[config.mk]
export PLATFORM = sky130hd
export DESIGN_NAME = fortaegis_dump_reader
export DESIGN_NICKNAME = d
export VERILOG_FILES = /design/src/rtl/fortaegis_pkg.sv /design/src/rtl/fortaegis_skid_buf.sv /design/src/rtl/fortaegis_dump_reader.sv
export SDC_FILE = /design/constraint.sdc
export NUM_CORES = 1
export LEC_CHECK = 0
export ABC_AREA = 1
export BUFFER_PORTS_ARGS = -buffer_cell sky130_fd_sc_hd__buf_2
export CAP_MARGIN = 40
export CORE_ASPECT_RATIO = 0.6
export CORE_UTILIZATION = 61
export DETAILED_ROUTE_END_ITERATION = 10
export HOLD_SLACK_MARGIN = 0.05
export PLACE_DENSITY = 0.95
export SYNTH_ARGS = -nofsm -noshare
export SYNTH_HDL_FRONTEND = slang
export SYNTH_HIERARCHICAL = 1
export SYNTH_SLANG_ARGS = --single-unit
export TNS_END_PERCENT = 20
[constraint.sdc]
create_clock -name clk200 -period 3.9 [get_ports clk200]
set_input_delay 0.195 -clock clk200 [delete_from_list [all_inputs] [get_ports clk200]]
set_output_delay 0.195 -clock clk200 [all_outputs]
set_load 0.02 [all_outputs]
[src/rtl/fortaegis_pkg.sv]
// fortaegis_pkg
//   Shared definitions for the capture-memory dump reader.
//   - state_t        : dump sequencer states
//   - DATA_W_DEF     : default sample word width
//   - ADDR_W_DEF     : default capture memory address width
//   - HDR_COUNT_LSB  : bit position of the saturated count inside the header word
//                      (header = count zero-extended, used only with DUMP_HEADER_EN)
package fortaegis_pkg;

    localparam int DATA_W_DEF    = 32;
    localparam int ADDR_W_DEF    = 10;
    localparam int HDR_COUNT_LSB = 0;

    typedef enum logic [1:0] {
        IDLE  = 2'd0,
        READ  = 2'd1,
        DRAIN = 2'd2,
        DONE  = 2'd3
    } state_t;

endpackage

[src/rtl/fortaegis_skid_buf.sv]
// fortaegis_skid_buf
//   Two-entry valid/ready buffer that absorbs the capture memory read latency.
//   The writer only pushes when it has reserved room, so there is no in_ready.
//   Ports:
//     clk200, rstn          clock, async active-low reset
//     in_valid/in_data/in_last   word returning from memory
//     out_valid/out_ready/out_data/out_last   downstream stream (registered head)
//     occupancy             number of words held (0..2)
module fortaegis_skid_buf #(
    parameter int DATA_W = 32
) (
    input  logic              clk200,
    input  logic              rstn,
    input  logic              in_valid,
    input  logic [DATA_W-1:0] in_data,
    input  logic              in_last,
    output logic              out_valid,
    input  logic              out_ready,
    output logic [DATA_W-1:0] out_data,
    output logic              out_last,
    output logic [1:0]        occupancy
);

    logic [DATA_W:0] ent0, ent1;
    logic [1:0]      occ;
    logic            pop;

    assign pop       = (occ != 2'd0) && out_ready;
    assign out_valid = (occ != 2'd0);
    assign out_data  = ent0[DATA_W-1:0];
    assign out_last  = ent0[DATA_W];
    assign occupancy = occ;

    // ent0 is always the head, so the output holds steady while stalled.
    always_ff @(posedge clk200 or negedge rstn) begin
        if (!rstn) begin
            ent0 <= '0;
            ent1 <= '0;
            occ  <= 2'd0;
        end else begin
            case ({in_valid, pop})
                2'b01: begin
                    ent0 <= ent1;
                    occ  <= occ - 2'd1;
                end
                2'b10: begin
                    if (occ == 2'd0) ent0 <= {in_last, in_data};
                    else             ent1 <= {in_last, in_data};
                    occ <= occ + 2'd1;
                end
                2'b11: begin
                    if (occ == 2'd1) begin
                        ent0 <= {in_last, in_data};
                    end else begin
                        ent0 <= ent1;
                        ent1 <= {in_last, in_data};
                    end
                end
                default: ;
            endcase
        end
    end

endmodule

[src/rtl/fortaegis_dump_reader.sv]
// fortaegis_dump_reader
//   Walks the capture memory from address 0 to count-1 after Collect falls and
//   streams the words out on a valid/ready interface in the clk200 domain.
//   Optional feature macro: DUMP_HEADER_EN (prepends a header word holding the
//   saturated count; data and done_o shift by one).
//   Ports:
//     clk200, rstn                         clock, async active-low reset
//     collect_i                            Collect level, asynchronous
//     wr_count_i                           words written (stable while Collect low)
//     mem_rd_en_o/mem_rd_addr_o/mem_rd_data_i   memory read port, 1-cycle latency
//     m_valid_o/m_ready_i/m_data_o/m_last_o     output stream
//     busy_o, done_o                       status
//
//   state | meaning
//   IDLE  | waiting for a synced Collect falling edge
//   READ  | issuing reads, at most two words buffered or in flight
//   DRAIN | all reads issued, waiting for the last word to be accepted
//   DONE  | one-cycle done_o pulse
module fortaegis_dump_reader
    import fortaegis_pkg::*;
#(
    parameter int DATA_W = DATA_W_DEF,
    parameter int ADDR_W = ADDR_W_DEF
) (
    input  logic              clk200,
    input  logic              rstn,
    input  logic              collect_i,
    input  logic [ADDR_W:0]   wr_count_i,
    output logic              mem_rd_en_o,
    output logic [ADDR_W-1:0] mem_rd_addr_o,
    input  logic [DATA_W-1:0] mem_rd_data_i,
    output logic              m_valid_o,
    input  logic              m_ready_i,
    output logic [DATA_W-1:0] m_data_o,
    output logic              m_last_o,
    output logic              busy_o,
    output logic              done_o
);

    localparam logic [ADDR_W:0] FULL_CNT = {1'b1, {ADDR_W{1'b0}}};
    localparam logic [ADDR_W:0] ONE_CNT  = {{ADDR_W{1'b0}}, 1'b1};

    state_t            state;
    logic              sync_1, sync_2, sync_prev;
    logic [ADDR_W:0]   cnt, idx, cnt_sat;
    logic              rd_pending, rd_last;
    logic              trigger, pop, can_issue, issue_last;
    logic [1:0]        occ, room_used;
    logic [DATA_W-1:0] push_data;
    logic              hdr_pending, hdr_en;

`ifdef DUMP_HEADER_EN
    logic rd_is_hdr;

    assign hdr_en = 1'b1;

    // The header travels the same one-cycle "read" path as memory data so it
    // shares the buffer accounting and simply occupies the first issue slot.
    always_ff @(posedge clk200 or negedge rstn) begin
        if (!rstn) begin
            hdr_pending <= 1'b0;
            rd_is_hdr   <= 1'b0;
        end else begin
            rd_is_hdr <= can_issue && hdr_pending;
            if (trigger)        hdr_pending <= 1'b1;
            else if (can_issue) hdr_pending <= 1'b0;
        end
    end

    assign push_data = rd_is_hdr ? (DATA_W'(cnt) << HDR_COUNT_LSB) : mem_rd_data_i;
`else
    assign hdr_en      = 1'b0;
    assign hdr_pending = 1'b0;
    assign push_data   = mem_rd_data_i;
`endif

    assign trigger   = (state == IDLE) && sync_prev && !sync_2;
    assign cnt_sat   = (wr_count_i > FULL_CNT) ? FULL_CNT : wr_count_i;
    assign pop       = m_valid_o && m_ready_i;
    // Count a word leaving this cycle as already gone so a continuously ready
    // sink sees one word per cycle.
    assign room_used = occ - {1'b0, pop} + {1'b0, rd_pending};
    assign can_issue = (state == READ) && (room_used < 2'd2);
    assign issue_last = hdr_pending ? (cnt == '0) : (idx == cnt - ONE_CNT);

    assign mem_rd_en_o   = can_issue && !hdr_pending;
    assign mem_rd_addr_o = mem_rd_en_o ? idx[ADDR_W-1:0] : '0;

    always_ff @(posedge clk200 or negedge rstn) begin
        if (!rstn) begin
            state      <= IDLE;
            sync_1     <= 1'b0;
            sync_2     <= 1'b0;
            sync_prev  <= 1'b0;
            cnt        <= '0;
            idx        <= '0;
            rd_pending <= 1'b0;
            rd_last    <= 1'b0;
            busy_o     <= 1'b0;
            done_o     <= 1'b0;
        end else begin
            sync_1     <= collect_i;
            sync_2     <= sync_1;
            sync_prev  <= sync_2;
            rd_pending <= can_issue;
            rd_last    <= can_issue && issue_last;
            done_o     <= 1'b0;
            case (state)
                IDLE: begin
                    if (trigger) begin
                        cnt <= cnt_sat;
                        idx <= '0;
                        if ((cnt_sat == '0) && !hdr_en) begin
                            state  <= DONE;
                            done_o <= 1'b1;
                        end else begin
                            state  <= READ;
                            busy_o <= 1'b1;
                        end
                    end
                end
                READ: begin
                    if (can_issue) begin
                        if (!hdr_pending) idx <= idx + ONE_CNT;
                        if (issue_last)   state <= DRAIN;
                    end
                end
                DRAIN: begin
                    if (pop && m_last_o) begin
                        state  <= DONE;
                        busy_o <= 1'b0;
                        done_o <= 1'b1;
                    end
                end
                default: state <= IDLE;
            endcase
        end
    end

    fortaegis_skid_buf #(.DATA_W(DATA_W)) u_skid (
        .clk200    (clk200),
        .rstn      (rstn),
        .in_valid  (rd_pending),
        .in_data   (push_data),
        .in_last   (rd_last),
        .out_valid (m_valid_o),
        .out_ready (m_ready_i),
        .out_data  (m_data_o),
        .out_last  (m_last_o),
        .occupancy (occ)
    );

endmodule

==> results.py <==
metrics = {
    "route": {
        "drc": 0,
        "wire_per_inst_um": 14.9,
        "viasPerCell": 5.59,
        "antenna_left": 0,
        "totalWireLength_mm": 14.1,
        "dr_total_vias": 5286,
        "dr.pass1.iters": 5,
        "drtIter0Drc": 641,
    },
    "synth": {
        "synth_xor_area_share_pct": 2.51,
        "yosys.area_share.simple_pct": 34.0,
        "synth_top_cell_by_area": "dfrtp_1",
        "ys_ff_latch": 99,
        "ys_seq_area_share_pct": 45.2,
        "post-synth-top-area-fraction_pct": 45.2,
        "synth_cells": 746,
        "synth_compound_area_share_pct": 5.91,
        "syn-num-nets": 806,
        "synth_area_per_cell_sq_um": 7.35,
        "synth_cell_types": 33,
        "synthAdderAreaFrac_pct": 2.97,
        "ys_top_cells_by_area": "dfrtp_1 (45%), nand2_1 (19%), inv_1 (5.8%)",
        "synth-edff-count": 0,
        "ys_warn_count": 6,
        "ys.flop_type": "dfrtp_1",
        "synth.area.mux_share_pct": 0,
        "synth_top_family_by_area": "simple AND/OR/NAND/NOR gates",
        "syn-cell-area_sq_um": 5480,
        "async_flop_share_pct": 100,
    },
    "global_routing": {
        "antenna_found_initial": 0,
        "grt_pass1_wl_mm": 23.0,
        "grt_usage_pct": 31.4,
        "grt-ovfl-total": 0,
        "grt_pass1_vias": 4790,
        "grt_max_degree": 66,
    },
    "cells_and_area": {
        "area_growth_pct": 14.7,
        "final-instance-count-excl-fill": 946,
        "final_layout_size_suffix_gt1_share_pct": 17.6,
        "diodes": 0,
        "mostFrequentLayoutCell": "nand2_1",
        "nets": 889,
        "fillerInstances": 632,
        "layout_common_cells": "nand2_1 (272), dfrtp_1 (99), buf_2 (92)",
        "fin_area_sq_um": 6290,
    },
    "critical_path": {
        "critPathMaxStageDelay_ns": 0.42,
        "crit_buf_inv": 6,
        "crit_path_top_delay_cell": "dfrtp_1",
        "endpoint_kind": "output pin",
        "cp.required_ns": 3.70,
        "cp_cell_sequence": "inv_1 > ha_1 > inv_1 > nand2_1 > inv_1 > ha_1 > nor2_1 > xnor2_2 > nor2_1 > buf_4 > inv_1 > nor2_1 > buf_2",
        "r2r-end": "u_skid/ent0[19]",
        "crit_family": "buffers and inverters",
        "ff2ff_path_depth": 13,
        "r2r-start": "u_skid/occupancy[1]",
        "crit_type": "flop to output pin",
        "worstSetupStartpoint": "u_skid/occupancy[1]",
        "start_kind": "flop",
        "worst_path_most_repeated_cell": "inv_1",
        "crit_arrival_ns": 2.72,
        "crit_cells": 13,
        "endpoint": "mem_rd_addr_o[1]",
        "path_max_fanout": 11,
        "reg2reg_slack_ns": 1.09,
    },
    "cts": {
        "clockBufferDepth": 2,
        "clk_pin_slew_ns": 0.07,
        "hold_buffers": 2,
        "worstSkewPairLatency_ns": 0.34,
        "cts-resized-gates": 0,
        "numClockSinks": 99,
        "cts_root_buf": "clkbuf_16",
        "cts_tree": "built",
        "cts_buffers": 9,
        "post_cts_buffers": 0,
        "cts.htree.levels": 3,
    },
    "power_and_ir_drop": {
        "peakVddDrop_mv": 0.408,
        "switching_share_pct": 45.6,
        "p_comb_share_pct": 47.9,
        "switchingPower_mw": 2.23,
        "p_leak_nw": 3.57,
        "clkPwrFrac_pct": 17.3,
        "power_density_nw_per_um2": 777,
        "p_int_mw": 2.66,
        "seqPwrFrac_pct": 34.7,
    },
    "run": {
        "drv_cap": 0,
    },
    "sta": {
        "setup_violations": 0,
        "relSlewSlack_pct": 46.1,
        "rsz0062_at_grt": "false",
        "fin_crit_sh_pct": 74.9,
        "hold_violations": 0,
        "fmax_mhz": 343,
        "period_needed_ns": 2.92,
        "fin_skew_ns": 0.00484,
        "drv_slew": 0,
        "finalSetupTns_ns": 0,
        "worst_pin_slew_ns": 0.809,
    },
    "die": {
        "dieArea_sq_um": 9380,
        "rows": 26,
        "io_pins": 94,
        "fp.dieW_um": 124,
        "core_sq_um": 8620,
        "die_h_um": 75.4,
        "initial_core_util_pct": 63.6,
    },
    "place": {
        "placed_cell_area_sq_um": 5990,
        "io_buffers": 93,
        "dpl.cell_count": 928,
        "hpwlAfterDp_mm": 9.67,
        "globalplace.congestion": 0.912,
    },
    "hold_path": {
        "hold_depth": 3,
        "hold_class": "input pin to flop",
        "worstHoldStart": "wr_count_i[9]",
    },
    "outcome": {
        "outcome": "finished clean",
    },
}
==> synth_stat cells, types with 2 or more instances <==
cell	number
nand2_2	7
buf_6	3
o21ai_2	2
inv_1	84
nor2_4	2
xor2_1	9
buf_1	2
nand4_1	9
nand3_2	2
nor2_1	67
nand3_1	59
o22ai_1	3
inv_2	6
nand2_1	272
clkbuf_1	4
buf_2	15
o21ai_1	16
buf_4	6
ha_1	13
dfrtp_1	99
nor3_1	6
xnor2_1	3
o21ai_0	37
nor2_2	7
xnor2_2	2
nor4_1	2
a21oi_1	3
==> worst reg2reg max path, delay by kind of cell (launching register included) <==
| kind | cells | cell delay (ns) |
|---|---|---|
| adders and majority gates | 2 | 0.45 |
| buffers and inverters | 4 | 0.63 |
| DFF | 1 | 0.43 |
| and+or+nand+nor | 7 | 1.19 |
==> routing by layer <==
layer	global-route usage, %	vias up	part of all wire (%)
met5	0	-	0
met4	10.3	0	1.7
met3	7.23	33	10
met2	50.0	307	44
met1	43.7	2470	44
li1	-	2476	-
==> power groups by stage <==
stage	registers, mW	logic, mW	clock network (mW)
4_1_cts	1.69	2.31	0.858
5_1_grt	1.74	2.62	0.897
3_3_place_gp	1.68	2.14	0
6_report	1.70	2.34	0.846
3_5_place_dp	1.69	2.27	0
2_1_floorplan	1.80	1.56	0
==> through the flow <==
stage          setup slack, ns  power, mW  hold WS (ns)  util (%)
2_1_floorplan             1.27       3.36        -0.101         -
3_3_place_gp              1.35       3.82         0.303      69.1
3_5_place_dp              1.24       3.96         0.305      69.4
4_1_cts                  0.981       4.86        0.0731      72.9
5_1_grt                  0.796       5.25        0.0861      72.9
6_report                 0.981       4.88        0.0919      72.9
==> logic make-up (layout without fill, tap and decap cells) <==
kind of cell,count (synthesis),count (layout)
adder cells (fa/ha/maj),13,13
buffers and inverters,120,208
AND/OR/NAND/NOR,438,438
flip-flops,99,99
XOR/XNOR,14,14
AO/OA/AOI/OAI,62,62
==> flip-flops by register name, summed over array words and instances (netlist names) <==
register          cells
cnt                  11
rd_pending            1
sync_prev             1
sync_1                1
rd_last               1
done_o                1
sync_2                1
u_skid/ent1          33
idx                  11
u_skid/ent0          33
state                 2
u_skid/occupancy      2
busy_o                1
==> area by class of cell <==
class                   instances  area (sq um)  area share, %
well taps                     112           140           2.23
multi-input cells             527          2490           39.6
repair buffers                102           561           8.92
clock inverters                 4          23.8          0.378
inverters                      90           338           5.37
flip-flops and latches         99          2480           39.4
clock buffers                  12           256           4.08
==> worst min-delay path by stage <==
stage	endpoint	slack, ns
final	cnt[9]	0.09
after global routing	cnt[9]	0.09
after CTS	cnt[9]	0.07
after detailed placement	sync_1	0.31
after global placement	sync_1	0.30
after floorplan	busy_o	-0.10
Note: power is estimated with default switching activity, not from simulation.
